## src/rtl/div_pkg.sv

```systemverilog
// rtl/div_pkg.sv - shared widths, state codes and helpers for the divider
package div_pkg;

  localparam int RegBus       = 32;
  localparam int DoubleRegBus = 64;

  localparam logic DivResultReady    = 1'b1;
  localparam logic DivResultNotReady = 1'b0;
  localparam logic DivStart          = 1'b1;
  localparam logic DivStop           = 1'b0;

  typedef enum logic [1:0] {
    DivFree   = 2'b00,
    DivByZero = 2'b01,
    DivOn     = 2'b10,
    DivEnd    = 2'b11
  } div_state_e;

  // Two's-complement negate, kept at 32 bits.
  function automatic logic [RegBus-1:0] neg32(input logic [RegBus-1:0] v);
    return ~v + 32'd1;
  endfunction

  // Magnitude of an operand: only negative values of a signed divide are flipped.
  function automatic logic [RegBus-1:0] mag32(input logic is_signed, input logic [RegBus-1:0] v);
    return (is_signed && v[RegBus-1]) ? neg32(v) : v;
  endfunction

endpackage

```

## src/rtl/div_if.sv

```systemverilog
// rtl/div_if.sv - execute-stage request/result bundle for the divider
interface div_if;
  import div_pkg::*;

  logic                    signed_div_i;
  logic [RegBus-1:0]       opdata1_i;
  logic [RegBus-1:0]       opdata2_i;
  logic                    start_i;
  logic                    annul_i;
  logic [DoubleRegBus-1:0] result_o;
  logic                    ready_o;

  modport master (
    output signed_div_i, opdata1_i, opdata2_i, start_i, annul_i,
    input  result_o, ready_o
  );

  modport slave (
    input  signed_div_i, opdata1_i, opdata2_i, start_i, annul_i,
    output result_o, ready_o
  );

endinterface

```

## src/rtl/div.sv

```systemverilog
// rtl/div.sv - restoring shift-subtract 32-bit divider; DIV_EARLY_TERM_EN enables the small-dividend early-out
module div
  import div_pkg::*;
(
  input  logic clk,
  input  logic rst,
  div_if.slave bus
);

  div_state_e              r_state;
  logic [5:0]              r_cnt;
  // Low 64 bits of the 65-bit working register. Bit 64 is always zero
  // while iterating (the partial remainder stays below 2^31 until the last
  // step), so it only exists in the next-value wire used for the final result.
  logic [63:0]             r_work;
  logic [RegBus-1:0]       r_divisor;
  logic                    r_neg_quot;
  logic                    r_neg_rem;
  logic                    r_ready;
  logic [DoubleRegBus-1:0] r_result;

  logic [RegBus-1:0]       w_dividend_mag;
  logic [RegBus-1:0]       w_divisor_mag;
  logic [RegBus:0]         w_diff;
  logic [64:0]             w_work_nxt;
  logic [5:0]              w_cnt_nxt;
  logic [RegBus-1:0]       w_quot_fix;
  logic [RegBus-1:0]       w_rem_fix;

  // Operand magnitudes, one restoring step, and sign fixup of the step's output.
  always_comb begin
    w_dividend_mag = mag32(bus.signed_div_i, bus.opdata1_i);
    w_divisor_mag  = mag32(bus.signed_div_i, bus.opdata2_i);
    w_diff         = {1'b0, r_work[63:32]} - {1'b0, r_divisor};
    if (w_diff[RegBus]) begin
      w_work_nxt = {r_work, 1'b0};
    end else begin
      w_work_nxt = {w_diff[RegBus-1:0], r_work[31:0], 1'b1};
    end
    w_cnt_nxt  = r_cnt + 6'd1;
    w_quot_fix = r_neg_quot ? neg32(w_work_nxt[31:0])  : w_work_nxt[31:0];
    w_rem_fix  = r_neg_rem  ? neg32(w_work_nxt[64:33]) : w_work_nxt[64:33];
  end

  // Divider FSM: accept, iterate 32 times, present result until start drops.
  always_ff @(posedge clk) begin
    if (!rst) begin
      r_state    <= DivFree;
      r_cnt      <= 6'd0;
      r_work     <= '0;
      r_divisor  <= '0;
      r_neg_quot <= 1'b0;
      r_neg_rem  <= 1'b0;
      r_ready    <= DivResultNotReady;
      r_result   <= '0;
    end else begin
      case (r_state)
        DivFree: begin
          r_ready  <= DivResultNotReady;
          r_result <= '0;
          r_cnt    <= 6'd0;
          // annul wins over a simultaneous start
          if (bus.start_i == DivStart && !bus.annul_i) begin
            r_divisor  <= w_divisor_mag;
            r_neg_quot <= bus.signed_div_i & (bus.opdata1_i[RegBus-1] ^ bus.opdata2_i[RegBus-1]);
            r_neg_rem  <= bus.signed_div_i & bus.opdata1_i[RegBus-1];
            r_work     <= {31'b0, w_dividend_mag, 1'b0};
            if (w_divisor_mag == '0) begin
              r_state <= DivByZero;
`ifdef DIV_EARLY_TERM_EN
            end else if (w_dividend_mag < w_divisor_mag) begin
              // quotient is zero and the remainder is the dividend itself
              r_state  <= DivEnd;
              r_ready  <= DivResultReady;
              r_result <= {bus.opdata1_i, 32'h0};
`endif
            end else begin
              r_state <= DivOn;
            end
          end
        end

        DivByZero: begin
          if (bus.annul_i) begin
            r_state  <= DivFree;
            r_ready  <= DivResultNotReady;
            r_result <= '0;
          end else begin
            r_state  <= DivEnd;
            r_ready  <= DivResultReady;
            r_result <= '0;
          end
        end

        DivOn: begin
          if (bus.annul_i) begin
            r_state  <= DivFree;
            r_cnt    <= 6'd0;
            r_ready  <= DivResultNotReady;
            r_result <= '0;
          end else begin
            r_work <= w_work_nxt[63:0];
            // the step that brings cnt to 32 also publishes the result
            if (w_cnt_nxt == 6'd32) begin
              r_state  <= DivEnd;
              r_cnt    <= 6'd0;
              r_ready  <= DivResultReady;
              r_result <= {w_rem_fix, w_quot_fix};
            end else begin
              r_cnt <= w_cnt_nxt;
            end
          end
        end

        DivEnd: begin
          if (bus.annul_i || bus.start_i == DivStop) begin
            r_state  <= DivFree;
            r_ready  <= DivResultNotReady;
            r_result <= '0;
          end else begin
            r_ready <= DivResultReady;
          end
        end

        default: begin
          r_state  <= DivFree;
          r_ready  <= DivResultNotReady;
          r_result <= '0;
        end
      endcase
    end
  end

  assign bus.ready_o  = r_ready;
  assign bus.result_o = r_result;

endmodule

```

## src/flat_wrapper.sv

```systemverilog
// flat-port wrapper written by rule: the top's interface ports become plain ports
module div_flat import div_pkg::*;
  (clk, rst, bus_signed_div_i, bus_opdata1_i, bus_opdata2_i, bus_start_i, bus_annul_i, bus_result_o, bus_ready_o);
  div_if bus_i ();
  input  logic clk;
  input  logic rst;
  input wire logic [$bits(bus_i.signed_div_i)-1:0] bus_signed_div_i;
  input wire logic [$bits(bus_i.opdata1_i)-1:0] bus_opdata1_i;
  input wire logic [$bits(bus_i.opdata2_i)-1:0] bus_opdata2_i;
  input wire logic [$bits(bus_i.start_i)-1:0] bus_start_i;
  input wire logic [$bits(bus_i.annul_i)-1:0] bus_annul_i;
  output wire logic [$bits(bus_i.result_o)-1:0] bus_result_o;
  output wire logic [$bits(bus_i.ready_o)-1:0] bus_ready_o;
  assign bus_i.signed_div_i = bus_signed_div_i;
  assign bus_i.opdata1_i = bus_opdata1_i;
  assign bus_i.opdata2_i = bus_opdata2_i;
  assign bus_i.start_i = bus_start_i;
  assign bus_i.annul_i = bus_annul_i;
  assign bus_result_o = bus_i.result_o;
  assign bus_ready_o = bus_i.ready_o;
  div u_core (.clk(clk), .rst(rst), .bus(bus_i));
endmodule
```

## config.mk

```make
export PLATFORM = sky130hd
export DESIGN_NAME = div_flat
export DESIGN_NICKNAME = d
export VERILOG_FILES = /design/src/rtl/div_pkg.sv /design/src/rtl/div_if.sv /design/src/rtl/div.sv /design/src/flat_wrapper.sv
export SDC_FILE = /design/constraint.sdc
export NUM_CORES = 1
export LEC_CHECK = 0
export ABC_AREA = 1
export CORE_MARGIN = 4
export CORE_UTILIZATION = 58
export DETAILED_ROUTE_END_ITERATION = 16
export HOLD_SLACK_MARGIN = 0.15
export PLACE_DENSITY = 0.81
export SYNTH_ARGS = -nofsm -noshare
export SYNTH_HDL_FRONTEND = slang
export SYNTH_SLANG_ARGS = --single-unit
```

## constraint.sdc

```tcl
create_clock -name clk -period 3.7 [get_ports clk]
set_input_delay 0.555 -clock clk [delete_from_list [all_inputs] [get_ports clk]]
set_output_delay 0.555 -clock clk [all_outputs]
set_load 0.005 [all_outputs]
```

# Yosys cells after proc, flatten, opt, wreduce, memory -nomap -nowiden

Cells that the tools add are included.

Add/sub/neg operators: 6
Eq/ne operators: 8
Mux-type cells: 27
Bitwise gates (word level): 8
Reduce and logical (&&, ||, !) cells: 13

Operator list:

| operator              | count |
|---|---|
| $mux 64               | 5 |
| $pmux 64 s3           | 1 |
| $add 32x1->32 const B | 4 |
| $mux 32               | 4 |
| $not 32->32           | 4 |
| $pmux 64 s2           | 1 |
| $mux 65               | 1 |
| $sub 32x32->33        | 1 |
| $logic_not 32->1      | 1 |
| $mux 2                | 6 |
| $mux 6                | 2 |
| $pmux 6 s2            | 1 |
| $pmux 2 s4            | 1 |
| $add 6x1->6 const B   | 1 |
| $eq 6x6->1 const B    | 1 |
| $reduce_and 3->1      | 2 |
| $eq 2x2->1 const B    | 2 |
| $mux 1                | 4 |
| $ne 2x1->1 const B    | 2 |
| $pmux 1 s4            | 1 |
| $reduce_and 2->1      | 2 |
| $logic_and 1x1->1     | 3 |
| $ne 3x2->1 const B    | 1 |
| $and 1x1->1           | 2 |
| 9 further kinds       | 9 |

Bits in registers: 171
Input port bits: 69
Output and inout port bits: 65
Logic and storage cells: 70

# Depth between registers and ports, before layout

Depth after elaboration: 8
Depth in mapped cells: 27
Gate-level depth less buffers: 27

# Worst setup path after synthesis

No wires, ideal clock.

Path kind: register -> register
Start point: reg u_core.r_divisor[18]
End point: reg u_core.r_result[28], in the netlist u_core.bus.result_o[28]
Library setup time: 70 ps
Arrival: 3133 ps
Required time: 3630 ps
Path slack: 497 ps
Cell stages (with the launch flop): 26
Buffers on the path: 0
Period minus slack after synthesis: 3203 ps
Cell sequence: dfxtp_1 > inv_1 > ha_1 > nand2_2 > inv_2 > nand2_2 > nand2_2 > nand2_1 > nand2_2 > a21oi_4 > nand2_8 > inv_2 > ha_1 > nand3_1 > nor3_1 > nand3_1 > inv_1 > nand4_1 > nand2_1 > o21ai_0 > nor2_1 > nand2_1 > a21oi_1 > xnor2_1 > nand2_1 > a21oi_1

Word-level cells in the longest chain between the ends: 8

RTL lines:

| element                  | line          | text |
|---|---|---|
| start: declaration       | div.sv:16     | `logic [RegBus-1:0] r_divisor;` |
| start signal: assignment | div.sv:64     | `r_divisor <= w_divisor_mag;` |
| $sub 32x32->33           | div.sv:34     | `w_diff = {1'b0, r_work[63:32]} - {1'b0, r_divisor};` |
| $mux 65                  | div.sv:35     | `if (w_diff[RegBus]) begin` |
| $not 32->32              | div_pkg.sv:21 | `return ~v + 32'd1;` |
| $add 32x1->32            | div_pkg.sv:21 |  |
| $mux 32                  | div.sv:41     | `w_quot_fix = r_neg_quot ? neg32(w_work_nxt[31:0]) : w_work_nxt[31:0];` |
| $mux 64                  | div.sv:104    | `if (w_cnt_nxt == 6'd32) begin` |
| $mux 64                  | div.sv:96     | `if (bus.annul_i) begin` |
| $pmux 64 s3              | div.sv:57     | `case (r_state)` |
| end signal: assignment   | div.sv:108    | `r_result <= {w_rem_fix, w_quot_fix};` |
| end: declaration         | div.sv:20     | `logic [DoubleRegBus-1:0] r_result;` |

Every way passes these cells. The select of a mux whose other input is x is not followed.
A chain may end at the register's enable or synchronous reset.

# Worst setup path in the final report

Start point: reg u_core.r_divisor[8]
End point: reg u_core.r_result[24], in the netlist u_core.bus.result_o[24]

Same word-level chain as after synthesis.

==> results.json <==
{
  "startpoint_type": "flop",
  "synth_warnings": 0,
  "initial_core_util": 0.590,
  "synth.avg_cell_area_um2": 5.96,
  "vias": 14400,
  "clk_latency_ps": 440,
  "io_buffers": 133,
  "critPathRequiredTime_ps": 4080,
  "async_flop_share": 0,
  "r2r_end": "u_core.bus.result_o[24]$_SDFFE_PN0P_",
  "setup_violations": 0,
  "slowest_delay_ps": 350,
  "die_y_um": 157,
  "seq_area_frac_synth": 0.266,
  "timing.final.crit_period_ps": 3530,
  "synth_top_area_cell": "dfxtp_1",
  "first_iter_violations": 1543,
  "path_max_fanout": 4,
  "fmax_mhz": 283,
  "path_delay_family": "simple AND/OR/NAND/NOR gates",
  "grt.total_usage": 0.326,
  "clkSinkCount": 171,
  "syn_area_um2": 12900,
  "rr_worst_depth": 23,
  "final_common_cell": "nand2_1",
  "netlist-cell-type-count": 51,
  "synth.area.top_cells": "dfxtp_1 (27%), nand2_1 (19%), a21oi_1 (8.9%)",
  "min_path_type": "flop to flop",
  "path_clk_slew_ps": 80,
  "r2r_slack_ps": 170,
  "end_kind": "flop",
  "p_sw_uw": 4020,
  "cts_hold_buf": 0,
  "row_count": 54,
  "final.setup.worst_slack_ps": 171,
  "holdPathEnd": "u_core.bus.result_o[61]$_SDFFE_PN0P_",
  "min_from": "u_core.bus.result_o[61]$_SDFFE_PN0P_",
  "crit_type": "flop to flop",
  "status": "finished, final reports clean",
  "p_int_uw": 4480,
  "final-max-slew-violation-count": 0,
  "die_area_um2": 24700,
  "critPathBufInv": 4,
  "synthCells": 2163,
  "n_antenna_cell": 0,
  "final_cell_mix": "nand2_1 (651), inv_1 (288), a21oi_1 (228), nor2_1 (164), dfxtp_1 (157)",
  "ctsLongestPathBuffers": 2,
  "ir_worst_vdd_v": 0.000574,
  "startpoint": "u_core.r_divisor[8]$_SDFFE_PN0P_",
  "reg2reg_from": "u_core.r_divisor[8]$_SDFFE_PN0P_",
  "worstPathCellList": "inv_1, ha_1, nand2_1, nor2_2, nand2_1, clkinv_1, nand2_2, nand2_2, nand2_4, nand2_8, inv_4, ha_4, nand3_2, nor3_2, nand3_1, inv_2, nand4_1, nand3b_1, nor4_2, nor2_1, xor2_1, nand2_1, a21oi_2",
  "ys.flop_type": "dfxtp_1",
  "leakage_uw": 0.00720,
  "place_ws_ps": -36.8,
  "grt_pass1_wl_mm": 65.2,
  "gp_congestion": 1.02,
  "route.detailed.wl_per_inst_um": 16.1,
  "first_pass_iters": 6,
  "placed_area_um2": 14500,
  "drt.antenna.violating_nets": 0,
  "drc_errors": 0,
  "hold_viol": 0,
  "holdPathStages": 2,
  "synth-edff-count": 0,
  "tritoncts": "built",
  "drive_above_1_share": 0.0882,
  "syn-num-nets": 2273,
  "grt_max_degree": 89,
  "cap_violations": 0,
  "max_slew_margin": 0.231,
  "fp.dieW_um": 157,
  "crit_cells": 23,
  "fin_skew_ps": 18.6,
  "nNetsFinal": 2387,
  "antenna_found_initial": 0,
  "tightestPinTransition_ps": 1150,
  "top_level_ports": 134,
  "wl_mm": 41.3,
  "combPwrFrac": 0.505,
  "fin_setup_tns_ps": 0,
  "areaGrowthSynthToFinish_pct": 20.7,
  "cts-root-buf": "clkbuf_16",
  "dp_hpwl_mm": 31.5,
  "switching_share": 0.473,
  "cp_slowest_cell": "ha_1",
  "power.share.clock": 0.215,
  "power_density_nw_per_um2": 547,
  "fin_crit_sh": 0.954,
  "first_global_vias": 13100,
  "coreArea_um2": 21800,
  "grt_overflow": 0,
  "critical_path_arrival_ps": 3900,
  "path_common_cell": "nand2_1",
  "ys_ff_latch": 171,
  "vias_per_cell": 5.59,
  "h-tree-depth": 4,
  "yosysTopAreaCellShare": 0.266,
  "cts_buffers": 17,
  "power_frac_seq": 0.280,
  "finalInstanceArea_um2": 15500
}
==> power groups by stage <==
stage	Clock (uW)	Combinational (uW)	Sequential [uW]
finish	1830	4290	2380
floorplan	0	2930	2320
global placement	0	3910	2380
CTS	1840	4010	2350
global route	1930	4760	2410
detailed placement	0	3970	2390
==> layer usage <==
layer  track usage  up-vias  part of all wire
met5             0        -                 0
met4         0.129        0             0.042
met3        0.0476      116             0.073
met2         0.534      627              0.46
met1         0.435     6502              0.43
li1              -     7129                 -
==> state kept, by name, indices dropped and copies added (netlist names) <==
signal,count
u_core.bus.result_o,64
u_core.r_work,64
u_core.r_divisor,32
u_core.r_cnt,6
u_core.r_state,2
u_core.bus.ready_o,1
u_core.r_neg_quot,1
u_core.r_neg_rem,1
==> worst max-delay path by stage <==
stage | slack (ps) | to
finish | 170 | u_core.bus.result_o[24]$_SDFFE_PN0P_
CTS | 80 | u_core.bus.result_o[42]$_SDFFE_PN0P_
floorplan | 500 | u_core.bus.result_o[28]$_SDFFE_PN0P_
detailed placement | -40 | u_core.bus.result_o[42]$_SDFFE_PN0P_
global route | -110 | u_core.bus.result_o[24]$_SDFFE_PN0P_
global placement | 50 | u_core.bus.result_o[42]$_SDFFE_PN0P_
==> stage by stage <==
step / hold slack (ps) / utilization / std cells / power [uW]
2_1_floorplan: 445 / - / 2163 / 5250
3_3_place_gp: 453 / 0.664 / 2531 / 6300
3_5_place_dp: 456 / 0.664 / 2531 / 6360
4_1_cts: 469 / 0.692 / 2563 / 8210
5_1_grt: 483 / 0.712 / 2570 / 9090
6_report: 467 / 0.712 / 2570 / 8500
==> worst reg2reg max path: cells and delay by family (launching register included) <==
family | cells | cell delay [ps]
xor+xnor | 1 | 230
flops | 1 | 310
simple gates | 15 | 2010
buf+inv | 4 | 280
compound gates | 1 | 140
fa+ha+maj | 2 | 490
==> synthesized netlist by cell type, types with 10 or more instances <==
cell type	instances
a21oi_1	230
xnor2_1	19
inv_2	10
xor2_1	58
nand2_1	660
nand3_1	153
nand2_2	23
ha_1	40
nor3_1	21
o21ai_0	95
nand4_1	23
inv_1	298
o211ai_1	27
clkbuf_1	57
nor2_1	166
dfxtp_1	171
==> cell families (layout without fill, tap and decap cells) <==
logic type | count (synthesis) | after routing | synth area share
AO/OA/AOI/OAI | 386 | 386 | 0.163
XOR/XNOR | 77 | 77 | 0.0524
adder cells (fa/ha/maj) | 41 | 41 | 0.0404
buffers and inverters | 388 | 515 | 0.116
flip-flops | 171 | 171 | 0.266
AND/OR/NAND/NOR | 1100 | 1100 | 0.362
==> final cells by class <==
cell class,instances,area [um^2]
Multi-Input combinational cell,1604,8320
Fill cell,1940,6280
Sequential cell,171,3440
Timing Repair Buffer,170,1640
Inverter,313,1180
Clock buffer,18,439
Tap cell,280,350
Clock inverter,14,166
==> timing repair <==
item | in CTS | in global routing
pin swaps | 0 | 12
setup buffers | 0 | 7
endpoints found under the setup margin | 7 | 30
resized for setup | 1 | 81
(Power assumes the default switching activity.)
